==> src/rtl/nibble_operand_loader_if.sv <==
// rtl/nibble_operand_loader_if.sv - operand pair handshake towards the nibble adder
//
// Purpose: carries the packed operand pair and its valid/ready handshake.
// Signals:
//   op_valid  loader -> adder   op_byte holds a complete pair
//   op_ready  adder  -> loader  adder accepts the pair this cycle
//   op_byte   loader -> adder   {A, B}, A entered first
// Modports: master = loader side, slave = adder side.
interface nibble_operand_loader_if #(
  parameter int NIBBLE_W = 4
);
  logic                  op_valid;
  logic                  op_ready;
  logic [2*NIBBLE_W-1:0] op_byte;

  modport master (
    output op_valid,
    output op_byte,
    input  op_ready
  );

  modport slave (
    input  op_valid,
    input  op_byte,
    output op_ready
  );
endinterface

==> src/rtl/nibble_operand_loader.sv <==
// rtl/nibble_operand_loader.sv - builds an {A,B} nibble pair from strobed pad entries
//
// Purpose: synchronises a slow asynchronous strobe, captures two successive
// nibbles as an operand pair and offers it over a valid/ready handshake.
// Entries arriving while no storage is free are dropped and flagged.
// Optional feature macro: LOADER_SKID_EN adds a skid pair register behind the
// output register so a second pair can be assembled while the first waits.
// Ports:
//   clk           system clock
//   reset         synchronous active-high reset (clears everything incl. sync flops)
//   load_strobe   asynchronous strobe; each rising edge enters one nibble
//   data_in       nibble sampled on the detected edge
//   clear         synchronous soft clear (below reset, above everything else)
//   op_if         master side of the pair handshake (op_valid/op_ready/op_byte)
//   have_a        A captured, waiting for B
//   overflow_err  sticky: an entry was dropped
module nibble_operand_loader #(
  parameter int SYNC_STAGES = 2,
  parameter int NIBBLE_W    = 4
) (
  input  logic                    clk,
  input  logic                    reset,
  input  logic                    load_strobe,
  input  logic [NIBBLE_W-1:0]     data_in,
  input  logic                    clear,
  nibble_operand_loader_if.master op_if,
  output logic                    have_a,
  output logic                    overflow_err
);

  typedef enum logic [1:0] {
    IDLE   = 2'd0,
    HAVE_A = 2'd1,
    FULL   = 2'd2
  } state_t;

  state_t                state_q, state_d;
  logic [SYNC_STAGES-1:0] sync_q;
  logic                  sync_dly_q;
  logic                  ent;
  logic [NIBBLE_W-1:0]   a_q, a_d;
  logic [2*NIBBLE_W-1:0] byte_q, byte_d;
  logic                  ovf_q, ovf_d;

`ifdef LOADER_SKID_EN
  // Skid fill level: 0 empty, 1 holds A, 2 holds a complete pair.
  logic [1:0]            skid_cnt_q, skid_cnt_d;
  logic [NIBBLE_W-1:0]   skid_a_q, skid_a_d;
  logic [NIBBLE_W-1:0]   skid_b_q, skid_b_d;
`endif

  // One-cycle pulse per synchronised rising edge of the strobe.
  assign ent = sync_q[SYNC_STAGES-1] & ~sync_dly_q;

  // State and datapath registers. The synchroniser is only touched by reset,
  // so a clear while the strobe is high cannot manufacture an edge.
  always_ff @(posedge clk) begin
    if (reset) begin
      sync_q     <= '0;
      sync_dly_q <= 1'b0;
      state_q    <= IDLE;
      a_q        <= '0;
      byte_q     <= '0;
      ovf_q      <= 1'b0;
`ifdef LOADER_SKID_EN
      skid_cnt_q <= 2'd0;
      skid_a_q   <= '0;
      skid_b_q   <= '0;
`endif
    end else begin
      sync_q     <= {sync_q[SYNC_STAGES-2:0], load_strobe};
      sync_dly_q <= sync_q[SYNC_STAGES-1];
      state_q    <= state_d;
      a_q        <= a_d;
      byte_q     <= byte_d;
      ovf_q      <= ovf_d;
`ifdef LOADER_SKID_EN
      skid_cnt_q <= skid_cnt_d;
      skid_a_q   <= skid_a_d;
      skid_b_q   <= skid_b_d;
`endif
    end
  end

  // Next-state logic. A is held in a_q until B arrives so op_byte only ever
  // changes to a complete pair and otherwise keeps the last one.
  always_comb begin
    state_d = state_q;
    a_d     = a_q;
    byte_d  = byte_q;
    ovf_d   = ovf_q;
`ifdef LOADER_SKID_EN
    skid_cnt_d = skid_cnt_q;
    skid_a_d   = skid_a_q;
    skid_b_d   = skid_b_q;
`endif
    if (clear) begin
      state_d = IDLE;
      a_d     = '0;
      byte_d  = '0;
      ovf_d   = 1'b0;
`ifdef LOADER_SKID_EN
      skid_cnt_d = 2'd0;
      skid_a_d   = '0;
      skid_b_d   = '0;
`endif
    end else begin
      case (state_q)
        IDLE: begin
          if (ent) begin
            a_d     = data_in;
            state_d = HAVE_A;
          end
        end
        HAVE_A: begin
          if (ent) begin
            byte_d  = {a_q, data_in};
            state_d = FULL;
          end
        end
        FULL: begin
`ifdef LOADER_SKID_EN
          if (op_if.op_ready) begin
            case (skid_cnt_q)
              2'd1: begin
                // Half-built skid pair becomes the pending A, or completes
                // straight into the output register if B arrives now.
                if (ent) begin
                  byte_d  = {skid_a_q, data_in};
                  state_d = FULL;
                end else begin
                  a_d     = skid_a_q;
                  state_d = HAVE_A;
                end
                skid_cnt_d = 2'd0;
              end
              2'd2: begin
                // Complete skid pair moves up with no valid bubble.
                byte_d  = {skid_a_q, skid_b_q};
                state_d = FULL;
                if (ent) begin
                  skid_a_d   = data_in;
                  skid_cnt_d = 2'd1;
                end else begin
                  skid_cnt_d = 2'd0;
                end
              end
              default: begin
                if (ent) begin
                  a_d     = data_in;
                  state_d = HAVE_A;
                end else begin
                  state_d = IDLE;
                end
              end
            endcase
          end else if (ent) begin
            case (skid_cnt_q)
              2'd0: begin
                skid_a_d   = data_in;
                skid_cnt_d = 2'd1;
              end
              2'd1: begin
                skid_b_d   = data_in;
                skid_cnt_d = 2'd2;
              end
              default: ovf_d = 1'b1;
            endcase
          end
`else
          if (op_if.op_ready) begin
            // Accept and a new entry in the same cycle: the entry starts the next pair.
            if (ent) begin
              a_d     = data_in;
              state_d = HAVE_A;
            end else begin
              state_d = IDLE;
            end
          end else if (ent) begin
            ovf_d = 1'b1;
          end
`endif
        end
        default: state_d = IDLE;
      endcase
    end
  end

  // Outputs decode registered state only.
  always_comb begin
    op_if.op_valid = (state_q == FULL);
    op_if.op_byte  = byte_q;
    overflow_err   = ovf_q;
`ifdef LOADER_SKID_EN
    have_a = (state_q == HAVE_A) || ((state_q == FULL) && (skid_cnt_q == 2'd1));
`else
    have_a = (state_q == HAVE_A);
`endif
  end

endmodule
==> src/flat_wrapper.sv <==
// flat-port wrapper written by rule: the top's interface ports become plain ports
module nibble_operand_loader_flat 
#(
  parameter int SYNC_STAGES = 2,
  parameter int NIBBLE_W    = 4
)
  (clk, reset, load_strobe, data_in, clear, have_a, overflow_err, op_if_op_valid, op_if_op_byte, op_if_op_ready);
  nibble_operand_loader_if #(.NIBBLE_W(NIBBLE_W)) op_if_i ();
  input  logic clk;
  input  logic reset;
  input  logic load_strobe;
  input  logic [NIBBLE_W-1:0] data_in;
  input  logic clear;
  output logic have_a;
  output logic overflow_err;
  output wire logic [$bits(op_if_i.op_valid)-1:0] op_if_op_valid;
  output wire logic [$bits(op_if_i.op_byte)-1:0] op_if_op_byte;
  input wire logic [$bits(op_if_i.op_ready)-1:0] op_if_op_ready;
  assign op_if_op_valid = op_if_i.op_valid;
  assign op_if_op_byte = op_if_i.op_byte;
  assign op_if_i.op_ready = op_if_op_ready;
  nibble_operand_loader #(.SYNC_STAGES(SYNC_STAGES), .NIBBLE_W(NIBBLE_W)) u_core (.clk(clk), .reset(reset), .load_strobe(load_strobe), .data_in(data_in), .clear(clear), .op_if(op_if_i), .have_a(have_a), .overflow_err(overflow_err));
endmodule
==> config.mk <==
export PLATFORM = sky130hd
export DESIGN_NAME = nibble_operand_loader_flat
export DESIGN_NICKNAME = d
export VERILOG_FILES = /design/src/rtl/nibble_operand_loader_if.sv /design/src/rtl/nibble_operand_loader.sv /design/src/flat_wrapper.sv
export SDC_FILE = /design/constraint.sdc
export NUM_CORES = 1
export LEC_CHECK = 0
export ABC_CLOCK_PERIOD_IN_PS = 1100
export CAP_MARGIN = 20
export CORE_UTILIZATION = 40
export DETAILED_ROUTE_END_ITERATION = 16
export PLACE_DENSITY = 0.73
export SETUP_SLACK_MARGIN = 0.1
export SLEW_MARGIN = 20
export SYNTH_ARGS = -nofsm -noshare
export SYNTH_HDL_FRONTEND = slang
export SYNTH_SLANG_ARGS = --single-unit
==> constraint.sdc <==
create_clock -name clk -period 1.1 [get_ports clk]
set_input_delay 0.33 -clock clk [delete_from_list [all_inputs] [get_ports clk]]
set_output_delay 0.33 -clock clk [all_outputs]
set_load 0.02 [all_outputs]
## Yosys cells after proc, flatten, opt, wreduce, memory -nomap -nowiden

Index checks and enable logic that the tools add are counted.

| word-level totals | value |
|---|---|
| bits in registers | 18 |
| output and inout port bits | 11 |
| logic and storage cells | 29 |

| cells by class | value |
|---|---|
| muxes and demuxes | 8 |
| bitwise operators | 3 |
| equality and inequality tests | 5 |
| reductions and logical operators | 7 |

Operators by type and width:

| operator | count |
|---|---|
| $mux W4 | 2 |
| $pmux W4 S2 | 1 |
| $mux W2 | 3 |
| $ne A2 B1 Y1 const B | 3 |
| $pmux W2 S3 | 1 |
| $reduce_and A3 Y1 | 2 |
| $reduce_and A2 Y1 | 2 |
| $eq A2 B1 Y1 const B | 1 |
| $eq A2 B2 Y1 const B | 1 |
| $logic_not A2 Y1 | 1 |
| $not A1 Y1 | 2 |
| $reduce_bool A2 Y1 | 1 |
| $reduce_or A2 Y1 | 1 |
| $and A1 B1 Y1 | 1 |
| $mux W1 | 1 |

## Logic depth before layout (Yosys ltp)

| depth | value |
|---|---|
| word-level depth | 5 |
| mapped depth | 4 |
| depth with buffers taken out | 3 |

## Least setup slack after synthesis

No wires, ideal clock.

| path | value |
|---|---|
| path kind | register -> register |
| start point | register u_core.state_q[1] |
| end point | register u_core.ovf_q (netlist: u_core.overflow_err) |
| slack | -59 ps |
| data arrival time | 1,101 ps |
| library setup time | 58 ps |
| clock period less this slack | 1,159 ps |
| path buffers | 0 |
| required time | 1,042 ps |
| stages on the path, launching flop included | 4 |
| cells stage by stage | dfxtp_1 nor2b_1 nor3b_1 o21a_1 |

| between the ends | value |
|---|---|
| cells in the longest elaborated chain, start to end | 2 |

Ends and longest elaborated chain:

| item | line | text |
|---|---|---|
| start: declaration | nibble_operand_loader.sv:37 | `state_t state_q, state_d;` |
| start signal: assignment | nibble_operand_loader.sv:73 | `state_q <= state_d;` |
| $eq A2 B2 Y1 | - |  |
| via op_if_op_valid | flat_wrapper.sv:16 | `output wire logic [$bits(op_if_i.op_valid)-1:0] op_if_op_valid;` |
| $reduce_and A3 Y1 (no source line) | - |  |
| end signal: assignment | nibble_operand_loader.sv:76 | `ovf_q <= ovf_d;` |
| end: declaration | nibble_operand_loader.sv:43 | `logic ovf_q, ovf_d;` |

The timed path passes the listed nets, and every way through them passes these cells.
A chain may end at the register's enable or synchronous reset.

## Worst setup path after layout

| path | value |
|---|---|
| start point | register u_core.state_q[0] |
| end point | output port have_a |

| between the ends | value |
|---|---|
| cells in the longest elaborated chain, start to end | 1 |

Ends and longest elaborated chain:

| item | line | text |
|---|---|---|
| $eq A2 B1 Y1 | nibble_operand_loader.sv:197 | `have_a = (state_q == HAVE_A);` |
| end: declaration | flat_wrapper.sv:14 | `output logic have_a;` |

No other way between the ends.

==> results.md <==
- Peak supply drop: 0.728 mV
- CP startpoint: u_core.state_q[0]$_SDFFE_PP0P_
- Simple logic cell fraction of the synthesized area: roughly 31%
- Leak: between 0.0004 and 0.0005 µW
- Slew Limit Fails: 0
- Slack of the critical path: -0.164 ns
- I/O pin cnt: 20
- Initial Utilization: a little over two fifths
- Final setup viols: 14
- Hold Crit Class: reg2reg
- Final core utilization: 77.0%
- Synthesized Nets: 85
- Clk sinks: 18
- Final Power: 1160 µW
- CTS root buf: clkbuf_4
- Synth Register Bits: 18
- Antenna-violating nets left: 0
- Crit path to: have_a
- Slew headroom: 82.7%
- Post-Syn Area: a little under 700 µm²
- Fmax: 791 MHz
- Cts hold-fix bufs: 0
- Syn Area/Cell: 9.02 µm²
- Failing checks: design-rule violations, negative setup slack
- WL/cell: 13.8 µm
- Worst Reg-to-Reg Cells: 5
- Number of port buffers: 19
- Number of detailed-route iterations in the first pass: 10
- Vias per cell: between 5 and 6
- Setup CP Type: reg2out
- Crit path max fanout: 3
- First-pass GRT wire length: between 2000 and 3000 µm
- Final Hold Fails: 0
- R2r setup slk: -0.07 ns
- Routed vias: 702
- Fillcell total: 109
- Type of origin of the critical path: flip-flop
- Crit path DAT: 0.93 ns
- Row cnt: 14
- Initial drt markers: 23
- Deepest clock path buffer count: 2
- H-tree Lvls: 1
- Netlist cell types: 18
- Num CTS Buffers: 3
- Synth Instances: 76
- Tcrit/Tclk final: 115%
- Routed WL: 1750 µm
- Post-synthesis mux area share: 0%
- Post-Layout Cell Count: 127
- Fin nets: 121
- Clk pin slew, worst setup/hold paths: 0.11 ns
- Required time worst endpoint: 0.77 ns
- MaxCap Viol Count: 0
- Post-synthesis sequential area ratio: 52.6%
- Share of layout cells above drive strength 1: between 50% and 60%
- Die X: about 43 µm
- Reg2reg start: u_core.state_q[1]$_SDFFE_PP0P_
- Power Dens Cells: 967 nW/µm²
- # DRC: 5
- Largest net degree at the start of global routing: 11
- R2r endpoint: u_core.a_q[2]$_SDFFE_PP0P_
- Status: finished with violations
- Post-synthesis xor/xnor area fraction: 0%
- Worst Clk Skew: 0.00487 ns
- Fin crit period: 1.26 ns
- Cell count after placement: 115
- TritonCTS clock tree: yes
- N_diodes: 0
- Post-Synth Adder-Cell Area: 0%
- RSZ-0062 raised after global routing: yes
- CP endpoint kind: output pin
- GRT Residual Overflow: 0
- Yosys warns: 0
- Antenna violations before repair: 0
- Core area: 1560 µm²
- Die Ht: 43.4 µm
- Synth Area in Compound Gates: 13.9%
- Gr usage total: 20.0%
- Die area: approximately 1900 µm²
- Clk_lat worst skew: roughly 0.28 ns
- Area grow syn2layout: 75.2%
- Routability cong.: 0.764
- Slew @ Worst Pin: between 0.2 and 0.3 ns
- Largest family of logic cells by synthesized area: simple AND/OR/NAND/NOR gates
- Number of global-route vias before repair: 612
- Post-DP HPWL: about 1000 µm
[synthesized netlist by cell type]
cell type,number,area [µm²]
nor3b_2,1,12.5
nand4_1,4,25.0
nor2b_1,6,37.5
clkbuf_1,1,3.75
nor3b_1,1,7.51
a21oi_1,9,45.0
buf_2,1,5.00
o21a_1,1,7.51
nand2_1,20,75.1
buf_4,1,7.51
nand2b_1,3,18.8
o311ai_0,4,35.0
or2_2,1,6.26
and4bb_1,1,12.5
dfxtp_1,18,360
nand4bb_1,1,11.3
a22oi_1,1,7.51
nor2_1,2,7.51
[worst max-delay path: stages (launching register included)]
cell and delay (ns):
dfxtp_4 0.38, nor2b_4 0.15, buf_6 0.12
[metal layers]
layer / routed length (µm) / global-route usage, %
met1: 753 / 26.2
met2: 863 / 34.2
met5: 0 / 0
met3: 91 / 2.92
met4: 41 / 5.63
[timing repair]
| item | in CTS | in global routing |
|---|---|---|
| pin swaps | 6 | 5 |
| gates cloned | 1 | 0 |
| endpoints found under the hold margin | 0 | 0 |
| endpoints found under the setup margin | 26 | 26 |
| resized for setup | 104 | 8 |
| setup buffers | 5 | 2 |
[where the power goes]
group	switching, µW	internal, µW	total (µW)
Clock	198	201	399
Sequential	7.73	653	660
Combinational	46.1	55.6	102
Total	252	909	1160
[sequential cells by signal, summed over array words and instances, names as in the netlist]
| register | cells |
|---|---|
| u_core.a_q | 4 |
| u_core.op_if.op_byte | 8 |
| u_core.overflow_err | 1 |
| u_core.state_q | 2 |
| u_core.sync_dly_q | 1 |
| u_core.sync_q | 2 |
[area by class of cell]
| class | count | area [µm²] | area share, % |
|---|---|---|---|
| sequential | 18 | 384 | 32.0 |
| timing repair buffer | 33 | 329 | 27.4 |
| multi-input combinational | 56 | 432 | 35.9 |
| tap | 16 | 20.0 | 1.67 |
| clock buffer | 4 | 36.3 | 3.02 |
[through the flow]
stage | hold slack (ns) | instance area [µm²] | worst slack [ns] | setup TNS (ns)
6_report | 0.441 | 1200 | -0.164 | -0.796
5_1_grt | 0.453 | 1200 | -0.205 | -1.42
4_1_cts | 0.454 | 1140 | -0.185 | -0.883
3_5_place_dp | 0.444 | 948 | -0.491 | -7.17
3_3_place_gp | 0.421 | 948 | -0.464 | -6.59
2_1_floorplan | 0.402 | 702 | 0.0876 | 0
[cells in the final DEF (no fill, tap or decap), types with 4 or more instances in the layout]
cell type        Yosys  routed
a21oi_1              9       4
a21oi_2              0       5
buf_4                1       8
buf_6                0      17
clkdlybuf4s50_1      0       6
dfxtp_1             18       5
dfxtp_2              0      10
nand2_1             20      20
nand4_1              4       4
[how the worst min path moves through the flow]
stage | from | to | slack [ns] | cells after the start
after floorplan | reset | u_core.sync_dly_q$_SDFF_PP0_ | 0.40 | 1
after global placement | u_core.sync_q[0]$_SDFF_PP0_ | u_core.sync_q[1]$_SDFF_PP0_ | 0.42 | 1
after detailed placement | u_core.sync_q[0]$_SDFF_PP0_ | u_core.sync_q[1]$_SDFF_PP0_ | 0.44 | 1
final | u_core.sync_q[0]$_SDFF_PP0_ | u_core.sync_q[1]$_SDFF_PP0_ | 0.44 | 1
after CTS | u_core.sync_q[0]$_SDFF_PP0_ | u_core.sync_q[1]$_SDFF_PP0_ | 0.45 | 1
after global routing | u_core.sync_q[0]$_SDFF_PP0_ | u_core.sync_q[1]$_SDFF_PP0_ | 0.45 | 1
[logic make-up after synthesis]
kind of cell	after synthesis
buffers and inverters	3
DFF	18
and+or+nand+nor	40
AOI/OAI and AO/OA	15
(Power assumes the default switching activity.)
